### config.mk
export PLATFORM = sky130hd
export DESIGN_NAME = tilemap_addr_gen
export DESIGN_NICKNAME = d
export VERILOG_FILES = /design/src/rtl/tilemap_addr_gen.sv
export SDC_FILE = /design/constraint.sdc
export NUM_CORES = 1
export LEC_CHECK = 0
export BUFFER_PORTS_ARGS = -buffer_cell sky130_fd_sc_hd__buf_4
export CORE_UTILIZATION = 35
export DETAILED_ROUTE_END_ITERATION = 10
export HOLD_SLACK_MARGIN = 0.1
export PLACE_DENSITY_LB_ADDON = 0.2
export SLEW_MARGIN = 20
export SYNTH_ARGS = -nofsm -noshare
export SYNTH_HDL_FRONTEND = slang
export SYNTH_SLANG_ARGS = --single-unit
### constraint.sdc
create_clock -name i_EMU_MCLK -period 3.6 [get_ports i_EMU_MCLK]
set_input_delay 0.54 -clock i_EMU_MCLK [delete_from_list [all_inputs] [get_ports i_EMU_MCLK]]
set_output_delay 0.54 -clock i_EMU_MCLK [all_outputs]
set_load 0.005 [all_outputs]
### src/rtl/tilemap_addr_gen.sv
// Tilemap VRAM address generator: time-slices each 8-pixel tile period between CPU and
// per-layer video fetch, with per-line scroll fetch committed atomically on a tile boundary.
module tilemap_addr_gen #(
  parameter int NLAYERS = 2,
  localparam int LB = (NLAYERS == 4) ? 2 : 1,
  localparam int ADDRW = 11 + LB
) (
  input  logic               i_EMU_MCLK,
  input  logic               i_EMU_RST,
  input  logic               i_EMU_CLK6MPCEN_n,
  input  logic               i_HFLIP,
  input  logic               i_VFLIP,
  input  logic [8:0]         i_HCNT,
  input  logic [7:0]         i_VCNT,
  input  logic               i_VCLK,
  input  logic [ADDRW-1:0]   i_CPUADDR,
  input  logic [7:0]         i_GFXDATA,
  output logic [ADDRW-1:0]   o_VRAMADDR,
  output logic [2:0]         o_TILELINEADDR,
  output logic [NLAYERS-1:0] o_SHIFT,
  output logic [LB+1:0]      o_SCRADDR,
  output logic               o_SCRRD
);

  localparam int S = 8 / NLAYERS;
  localparam int NSTEP = 3 * NLAYERS;
  localparam logic [2-LB:0] TileLineOff = (3 - LB)'(S / 2);

  typedef enum logic [1:0] {StIdle, StFetch, StCommit} state_e;

  logic       en;
  logic [8:0] fh;
  logic [7:0] fv;
  logic [2:0] ph;
  logic [LB-1:0] lyr;
  logic [2-LB:0] off;

  assign en  = ~i_EMU_CLK6MPCEN_n;
  assign fh  = i_HCNT ^ {9{i_HFLIP}};
  assign fv  = i_VCNT ^ {8{i_VFLIP}};
  assign ph  = i_HCNT[2:0];
  assign lyr = ph[2 -: LB];
  assign off = ph[2-LB:0];

  logic [8:0] h_act [NLAYERS];
  logic [7:0] v_act [NLAYERS];
  logic [8:0] h_sh  [NLAYERS];
  logic [7:0] v_sh  [NLAYERS];

  // Address datapath
  logic [5:0]         htile;
  logic [7:0]         vsum;
  logic [ADDRW-1:0]   vram_d;
  logic [2:0]         tline_d;
  logic [NLAYERS-1:0] shift_d;

  always_comb begin
    htile   = h_act[lyr][8:3] + fh[8:3];
    vsum    = v_act[lyr] + fv;
    vram_d  = off[2-LB] ? {lyr, vsum[7:3], htile} : i_CPUADDR;
    tline_d = v_act[lyr][2:0] + fv[2:0];
    shift_d = '1;
    for (int k = 0; k < NLAYERS; k++) begin
      shift_d[k] = (3'(h_act[k][2:0] + fh[2:0]) != 3'd7);
    end
  end

  always_ff @(posedge i_EMU_MCLK or posedge i_EMU_RST) begin
    if (i_EMU_RST) begin
      o_VRAMADDR     <= '0;
      o_TILELINEADDR <= '0;
      o_SHIFT        <= '1;
    end else if (en) begin
      o_VRAMADDR <= vram_d;
      o_SHIFT    <= shift_d;
      if (off == TileLineOff) o_TILELINEADDR <= tline_d;
    end
  end

  // Scroll-fetch FSM
  state_e        state_q, state_d;
  logic [3:0]    step_q, step_d;
  logic [LB-1:0] flyr_q, flyr_d;
  logic [1:0]    fsel_q, fsel_d;
  logic          vclk_q;
  logic          reading, cap, commit, rd_d;
  logic [LB+1:0] scraddr_d;

  always_ff @(posedge i_EMU_MCLK or posedge i_EMU_RST) begin
    if (i_EMU_RST) begin
      state_q <= StIdle;
      step_q  <= '0;
      flyr_q  <= '0;
      fsel_q  <= '0;
      vclk_q  <= 1'b0;
    end else if (en) begin
      state_q <= state_d;
      step_q  <= step_d;
      flyr_q  <= flyr_d;
      fsel_q  <= fsel_d;
      vclk_q  <= i_VCLK;
    end
  end

  always_comb begin
    state_d = state_q;
    step_d  = '0;
    flyr_d  = '0;
    fsel_d  = '0;
    unique case (state_q)
      StIdle: begin
        if (i_VCLK && !vclk_q) state_d = StFetch;
      end
      StFetch: begin
        step_d = step_q + 4'd1;
        fsel_d = (fsel_q == 2'd2) ? 2'd0 : fsel_q + 2'd1;
        flyr_d = (fsel_q == 2'd2) ? flyr_q + 1'b1 : flyr_q;
        if (step_q == 4'(NSTEP)) state_d = StCommit;
      end
      StCommit: begin
        if (ph == 3'd7) state_d = StIdle;
      end
      default: state_d = StIdle;
    endcase
  end

  always_comb begin
    reading   = (state_q == StFetch) && (step_q < 4'(NSTEP));
    rd_d      = reading;
    scraddr_d = reading ? {flyr_q, fsel_q} : '0;
    // o_SCRADDR still holds the address issued on the previous enable
    cap       = (state_q == StFetch) && (step_q != 4'd0);
    commit    = (state_q == StCommit) && (ph == 3'd7);
  end

  always_ff @(posedge i_EMU_MCLK or posedge i_EMU_RST) begin
    if (i_EMU_RST) begin
      o_SCRRD   <= 1'b0;
      o_SCRADDR <= '0;
    end else if (en) begin
      o_SCRRD   <= rd_d;
      o_SCRADDR <= scraddr_d;
    end
  end

  always_ff @(posedge i_EMU_MCLK or posedge i_EMU_RST) begin
    if (i_EMU_RST) begin
      for (int k = 0; k < NLAYERS; k++) begin
        h_sh[k]  <= '0;
        v_sh[k]  <= '0;
        h_act[k] <= '0;
        v_act[k] <= '0;
      end
    end else if (en) begin
      if (cap) begin
        unique case (o_SCRADDR[1:0])
          2'd0:    h_sh[o_SCRADDR[LB+1:2]][7:0] <= i_GFXDATA;
          2'd1:    h_sh[o_SCRADDR[LB+1:2]][8]   <= i_GFXDATA[0];
          default: v_sh[o_SCRADDR[LB+1:2]]      <= i_GFXDATA;
        endcase
      end
      if (commit) begin
        h_act <= h_sh;
        v_act <= v_sh;
      end
    end
  end

endmodule

==> flow_summary.yaml, run 1 <==
floorplan:
  start_util_pct: 36.4
  die_h_microns: 120
  coreArea_sq_um: 13500
  fp.dieArea_sq_um: 14500
  rows: 42
  io_pins: 64
  die_w_microns: 120
synth:
  seq_area_frac_synth_pct: 50.6
  synthArstFlopShare_pct: 100
  synth_edf_count: 0
  synth_top_flop_cell: "dfrtp_1"
  netlist_instances: 384
  ys_types: 45
  synth-warning-count: 0
  synth-seq-cells: 99
  post_synth_instance_area_sq_um: 4900
  postSynthAreaPerCell_sq_um: 12.8
  syn-num-nets: 448
clock_network:
  cts_max_path_buffers: 2
  clockRootBuffer: "clkbuf_16"
  clkSlewWorstSetupHoldPaths_ns: 0.07
  post-cts-setup-buffers: 0
  ctsHoldBuffers: 0
  cts_tree: "built"
  numCtsBuffers: 9
  clock_tree.htree_level_count: 3
  cts_num_sinks: 99
  cts_resized: 0
  clkLatencyLatePin_ns: 0.34
global_route:
  grt_max_degree: 50
  grt_use_total_pct: 15.7
  grt.overflow.total: 0
  grt_pass1_vias: 3211
  antenna_found_initial: 0
  grt_pass1_wl_microns: 17300
placed_design:
  routabilityCongestion: 0.812
  portBuffers: 63
  dp.cells: 609
  hpwlAfterDp_microns: 7760
  pre_cts_slack_ns: 0.836
cells_and_area:
  fillers: 1284
  multi_input_area_sq_um: 2320
  final_nets: 508
  drive_gt1_share_pct: 38.8
  stdcell_count: 625
  area_growth_pct: 20.1
  final-seq-area_sq_um: 2480
  n_antenna_cell: 0
  fin_util_pct: 43.8
timing:
  worst_pin_slew_ns: 0.608
  slew-limit-headroom_pct: 59.5
  setup_ws_ns: 1.19
  setup_viol: 0
  max_freq_mhz: 416
  whs_ns: 0.276
  fin_crit_ns: 2.41
  finalCritPeriodShare_pct: 66.8
  rsz0062_at_grt: "no"
  tns_ns: 0
  hold_viol: 0
  fin_skew_ns: 0.00699
  slew_violations: 0
critical_path:
  timing.rr.end: "h_sh[9]$_DFFE_PP0P_"
  r2r_slack_ns: 1.25
  critPathCaptureType: "flip-flop"
  critical_path_required_ns: 3.83
  rr_startpoint: "state_q[1]$_DFFE_PP0P_"
  cp-start-kind: "input port"
  reg2reg_depth: 4
  crit_type: "input port to flip-flop"
  cp.arrival_ns: 2.63
  crit_fanout: 43
drt:
  wirelength_microns: 10600
  dr.pass1.iters: 4
  drtIter0Drc: 140
  postRouteAntennaNets: 0
  routedWlPerCell_microns: 16.9
  wl_met1_microns: 5110
  viasPerCell: 4.93
  routed.top_layer: "met4"
  vias: 3083
  wl_met2_microns: 5010
  wl_met3_microns: 349
  drcViolationCount: 0
power_and_ir_drop:
  pwr_density_cell_nw_per_um2: 579
  p_leak_nw: 2.83
  ir_worst_vdd_mv: 0.245
outcome:
  status: "complete, no violations"
min_path:
  hp-class: "input port to asynchronous set/reset pin"
run:
  max_cap_viol_count: 0
[worst max path at each step]
stage / startpoint / to / cells after the start
final: i_EMU_CLK6MPCEN_n / h_sh[9]$_DFFE_PP0P_ / 5
after global routing: i_HCNT[2] / o_VRAMADDR[10]$_DFFE_PP0N_ / 8
after CTS: i_EMU_CLK6MPCEN_n / h_sh[10]$_DFFE_PP0P_ / 5
after detailed placement: i_EMU_CLK6MPCEN_n / h_sh[15]$_DFFE_PP0P_ / 5
after global placement: i_EMU_CLK6MPCEN_n / h_sh[14]$_DFFE_PP0P_ / 5
after floorplan: i_EMU_RST / flyr_q$_DFFE_PP0P_ / 1
[state kept, by name (all words and copies together), names as in the netlist, 3 cells and up]
signal,flops
o_SCRADDR,3
step_q,4
v_sh,16
v_act,16
h_sh,18
h_act,18
o_TILELINEADDR,3
o_VRAMADDR,12
[metrics by stage]
step | area [sq um] | total power, mW
3_3_place_gp | 5550 | 2.31
6_report | 5890 | 3.41
2_1_floorplan | 4900 | 2.08
3_5_place_dp | 5550 | 2.34
4_1_cts | 5890 | 3.45
5_1_grt | 5890 | 3.60
[final cells by class]
cell class	instances	area share (%)
Clock buffer	10	3.89
Clock inverter	6	1.89
Inverter	8	0.553
Multi-Input combinational cell	260	39.4
Sequential cell	99	42.1
Tap cell	176	3.74
Timing Repair Buffer	66	8.42
[cell usage in the layout (no fill, tap or decap), types with 6 or more instances in the layout]
cell,count
xor2_1,16
buf_4,66
a21oi_1,9
mux2i_1,7
xnor2_1,12
mux2_4,8
mux2_2,77
nand3_1,6
o21ai_0,20
ha_1,17
a21o_1,7
inv_1,7
a22oi_1,6
dfrtp_1,97
nand2_1,11
clkbuf_16,9
nor2_1,13
[power by group]
part / leakage (nW) / internal [mW] / switching (mW)
logic: 1.38 / 0.440 / 0.317
clock network: 0.163 / 0.681 / 0.421
registers: 1.29 / 1.37 / 0.182
total: 2.83 / 2.49 / 0.920
[synthesized netlist by cell type, drive strengths merged, types with 2 or more instances]
cell type	n	share of area, %
dfrtp	97	50
mux2	85	20
o21ai	20	2.0
ha	17	4.3
xor2	16	2.9
nor2	14	1.1
clkbuf	12	0.92
xnor2	12	2.1
nand2	11	0.84
a21oi	9	0.92
inv	8	0.61
a21o	7	1.1
mux2i	7	1.4
a22oi	6	0.92
nand3	6	0.61
a211oi	5	1.0
buf	5	0.61
fa	4	1.6
nand2b	4	0.51
nor2b	4	0.51
a22o	3	0.54
nand3b	3	0.46
o211ai	3	0.46
o31ai	3	0.46
a31oi	2	0.26
dfstp	2	1.1
nor3	2	0.20
o21a	2	0.31
or2	2	0.26
or3b	2	0.36
[worst max-delay path, cell delays in order]
cell and delay [ns]:
buf_4 0.23, or3b_1 0.54, a211oi_4 0.32, or3b_1 0.61, mux2_4 0.38
[per-layer routing]
metal	track usage [%]	vias to the layer above
met2	25.3	52
met1	21.5	1531
li1	-	1491
met4	4.24	0
met3	3.11	9
met5	0	-
[logic make-up after synthesis]
| kind of cell | share of synthesized area (%) |
|---|---|
| flip-flops | 50.6 |
| multiplexers | 21.6 |
| AO/OA/AOI/OAI | 8.94 |
| AND/OR/NAND/NOR | 5.77 |
| XOR/XNOR | 5.00 |
| buffers and inverters | 2.14 |
| adder cells (fa/ha/maj) | 5.97 |
(Power assumes the default switching activity.)
==> run 2: changes to the inputs <==
Clock period 3.6 ns to 2.05 ns, I/O delays scaled along.
==> run 2 against run 1 <==
  * Clock power increased by 79%
  * Clock skew decreased by 0.0025 ns
  * Via count increased by 5.9%
  * Register-to-register slack got worse by 1.2 ns
  * Flip-flop and latch count unchanged
  * Clock-buffer cell count decreased by 1
  * Sequential power increased by 74%
  * Combinational power increased by 110%
  * Critical endpoint is now h_sh[12]$_DFFE_PP0P_
  * Largest cell class unchanged
  * Highest routed layer unchanged
==> flow_summary.yaml, run 2 (synthesized netlist as in run 1, its figures left out) <==
global_route:
  antenna_found_initial: 0
  grt_use_total_pct: 16.3
  grt_pass1_wl_microns: 17900
  grt_pass1_vias: 3333
  grt.overflow.total: 0
  grt_max_degree: 100
power_and_ir_drop:
  p_sw_mw: 1.71
  ir_worst_vdd_mv: 0.334
  p_leak_nw: 3.03
  p_int_mw: 4.56
  combPwrFrac_pct: 25.5
  seqPwrFrac_pct: 43.0
  switching_share_pct: 27.2
  pwr-share-clk_pct: 31.5
  pwr_density_cell_nw_per_um2: 994
drt:
  wirelength_microns: 11100
  dr.pass1.iters: 4
  vias: 3264
  drcViolationCount: 0
  routedWlPerCell_microns: 16.8
  drtIter0Drc: 166
  viasPerCell: 4.95
  postRouteAntennaNets: 0
placed_design:
  pre_cts_slack_ns: -0.106
  routabilityCongestion: 0.815
  portBuffers: 63
  hpwlAfterDp_microns: 8020
cells_and_area:
  area_growth_pct: 28.5
  final_nets: 543
  reg_top3: "h_act: 18 flops, h_sh: 18 flops"
  drive_gt1_share_pct: 46.5
  fillers: 1278
  multi_input_area_sq_um: 2400
  layout_commonest_cell: "dfrtp_1"
  fin_util_pct: 46.8
  n_antenna_cell: 0
  final-seq-area_sq_um: 2480
  mostFrequentLayoutCells: "dfrtp_1, buf_4, mux2_2"
clock_network:
  numCtsBuffers: 9
  clock_tree.htree_level_count: 3
  clockRootBuffer: "clkbuf_16"
  clkSlewWorstSetupHoldPaths_ns: 0.07
  cts_max_path_buffers: 2
  clkLatencyLatePin_ns: 0.35
  cts_num_sinks: 99
  ctsHoldBuffers: 0
  cts_tree: "built"
critical_path:
  worst_path_max_delay_cell: "or3b_4"
  critPathCaptureType: "flip-flop"
  critical_path_required_ns: 2.29
  crit_buf_inv: 1
  path_depth: 5
  cp.arrival_ns: 2.26
  slowest_delay_ns: 0.42
  crit_type: "flip-flop to flip-flop"
  path_cells: "or3b_4, a211oi_4, or3b_4, buf_8, mux2_4"
  cp-start-kind: "flip-flop"
  reg2reg_depth: 5
  path_common_cell: "or3b_4"
  crit_fanout: 8
  path_delay_family: "simple AND/OR/NAND/NOR gates"
timing:
  rsz0062_at_grt: "yes"
  setup_ws_ns: 0.0324
  tns_ns: 0
  slew_violations: 0
  hold_viol: 0
  fin_skew_ns: 0.00448
  slew-limit-headroom_pct: 63.0
  finalCritPeriodShare_pct: 98.4
  worst_pin_slew_ns: 0.555
  setup_viol: 0
  max_freq_mhz: 496
  fin_crit_ns: 2.02
floorplan:
  die_h_microns: 120
  die_w_microns: 120
  coreArea_sq_um: 13500
  rows: 42
  io_pins: 64
  start_util_pct: 36.4
  fp.dieArea_sq_um: 14500
run:
  max_cap_viol_count: 0
outcome:
  status: "complete, no violations"
min_path:
  hp-class: "input port to asynchronous set/reset pin"
-- run 2: per-layer routing --
layer  global-route usage [%]  up-vias  share of wire (%)
li1                         -     1567                  -
met1                     22.5     1634                 48
met2                     25.6       51                 47
met3                     2.55       12                2.9
met4                     6.79        0                1.8
met5                        0        -                  0
-- run 2: layout make-up --
cell class                 count  area share, %
clock inverter                 7           1.97
tap                          176           3.50
clock buffer                   9           3.58
timing repair buffer         101           13.0
inverter                       8          0.536
multi-input combinational    260           38.1
sequential                    99           39.4
-- run 2: power groups by stage --
stage                     combinational [mW]  sequential, mW  clock, mW
after detailed placement                1.57            2.72          0
after global routing                    1.74            2.75       2.11
after CTS                               1.58            2.69       2.04
final                                   1.60            2.69       1.97
after global placement                  1.54            2.71          0
after floorplan                         1.01            2.66          0
-- run 2: worst min-delay path, cell delays in order --
cell	delay (ns)
buf_4	0.12
clkinvlp_4	0.07
buf_12	0.38
-- run 2: stage by stage --
| step | area [sq um] | total power, mW | cells | hold WS (ns) |
|---|---|---|---|---|
| global route | 6300 | 6.60 | 660 | 0.150 |
| detailed placement | 5910 | 4.29 | 642 | 0.473 |
| floorplan | 5000 | 3.67 | 384 | 0.447 |
| global placement | 5910 | 4.25 | 642 | 0.465 |
| CTS | 6260 | 6.31 | 658 | 0.133 |
| finish | 6300 | 6.26 | 660 | 0.0855 |
-- run 2: final timing paths --
check                                             from                   endpoint  slack, ns
worst min-delay path                         i_EMU_RST  o_VRAMADDR[1]$_DFFE_PP0N_       0.09
worst min register to register     o_SCRRD$_DFFE_PP0N_        o_SCRRD$_DFFE_PP0N_       0.48
worst max-delay path            state_q[1]$_DFFE_PP0P_       h_sh[12]$_DFFE_PP0P_       0.03
min in group i_EMU_MCLK                   i_CPUADDR[8]  o_VRAMADDR[8]$_DFFE_PP0N_       0.19
max in group asynchronous                    i_EMU_RST       v_sh[12]$_DFFE_PP0P_       1.52
worst max register to register  state_q[1]$_DFFE_PP0P_       h_sh[12]$_DFFE_PP0P_       0.03
-- run 2: repair_timing --
action,4_1_cts,5_1_grt
buffers inserted,0,2
gates resized for setup,0,8
setup endpoints to repair,0,26
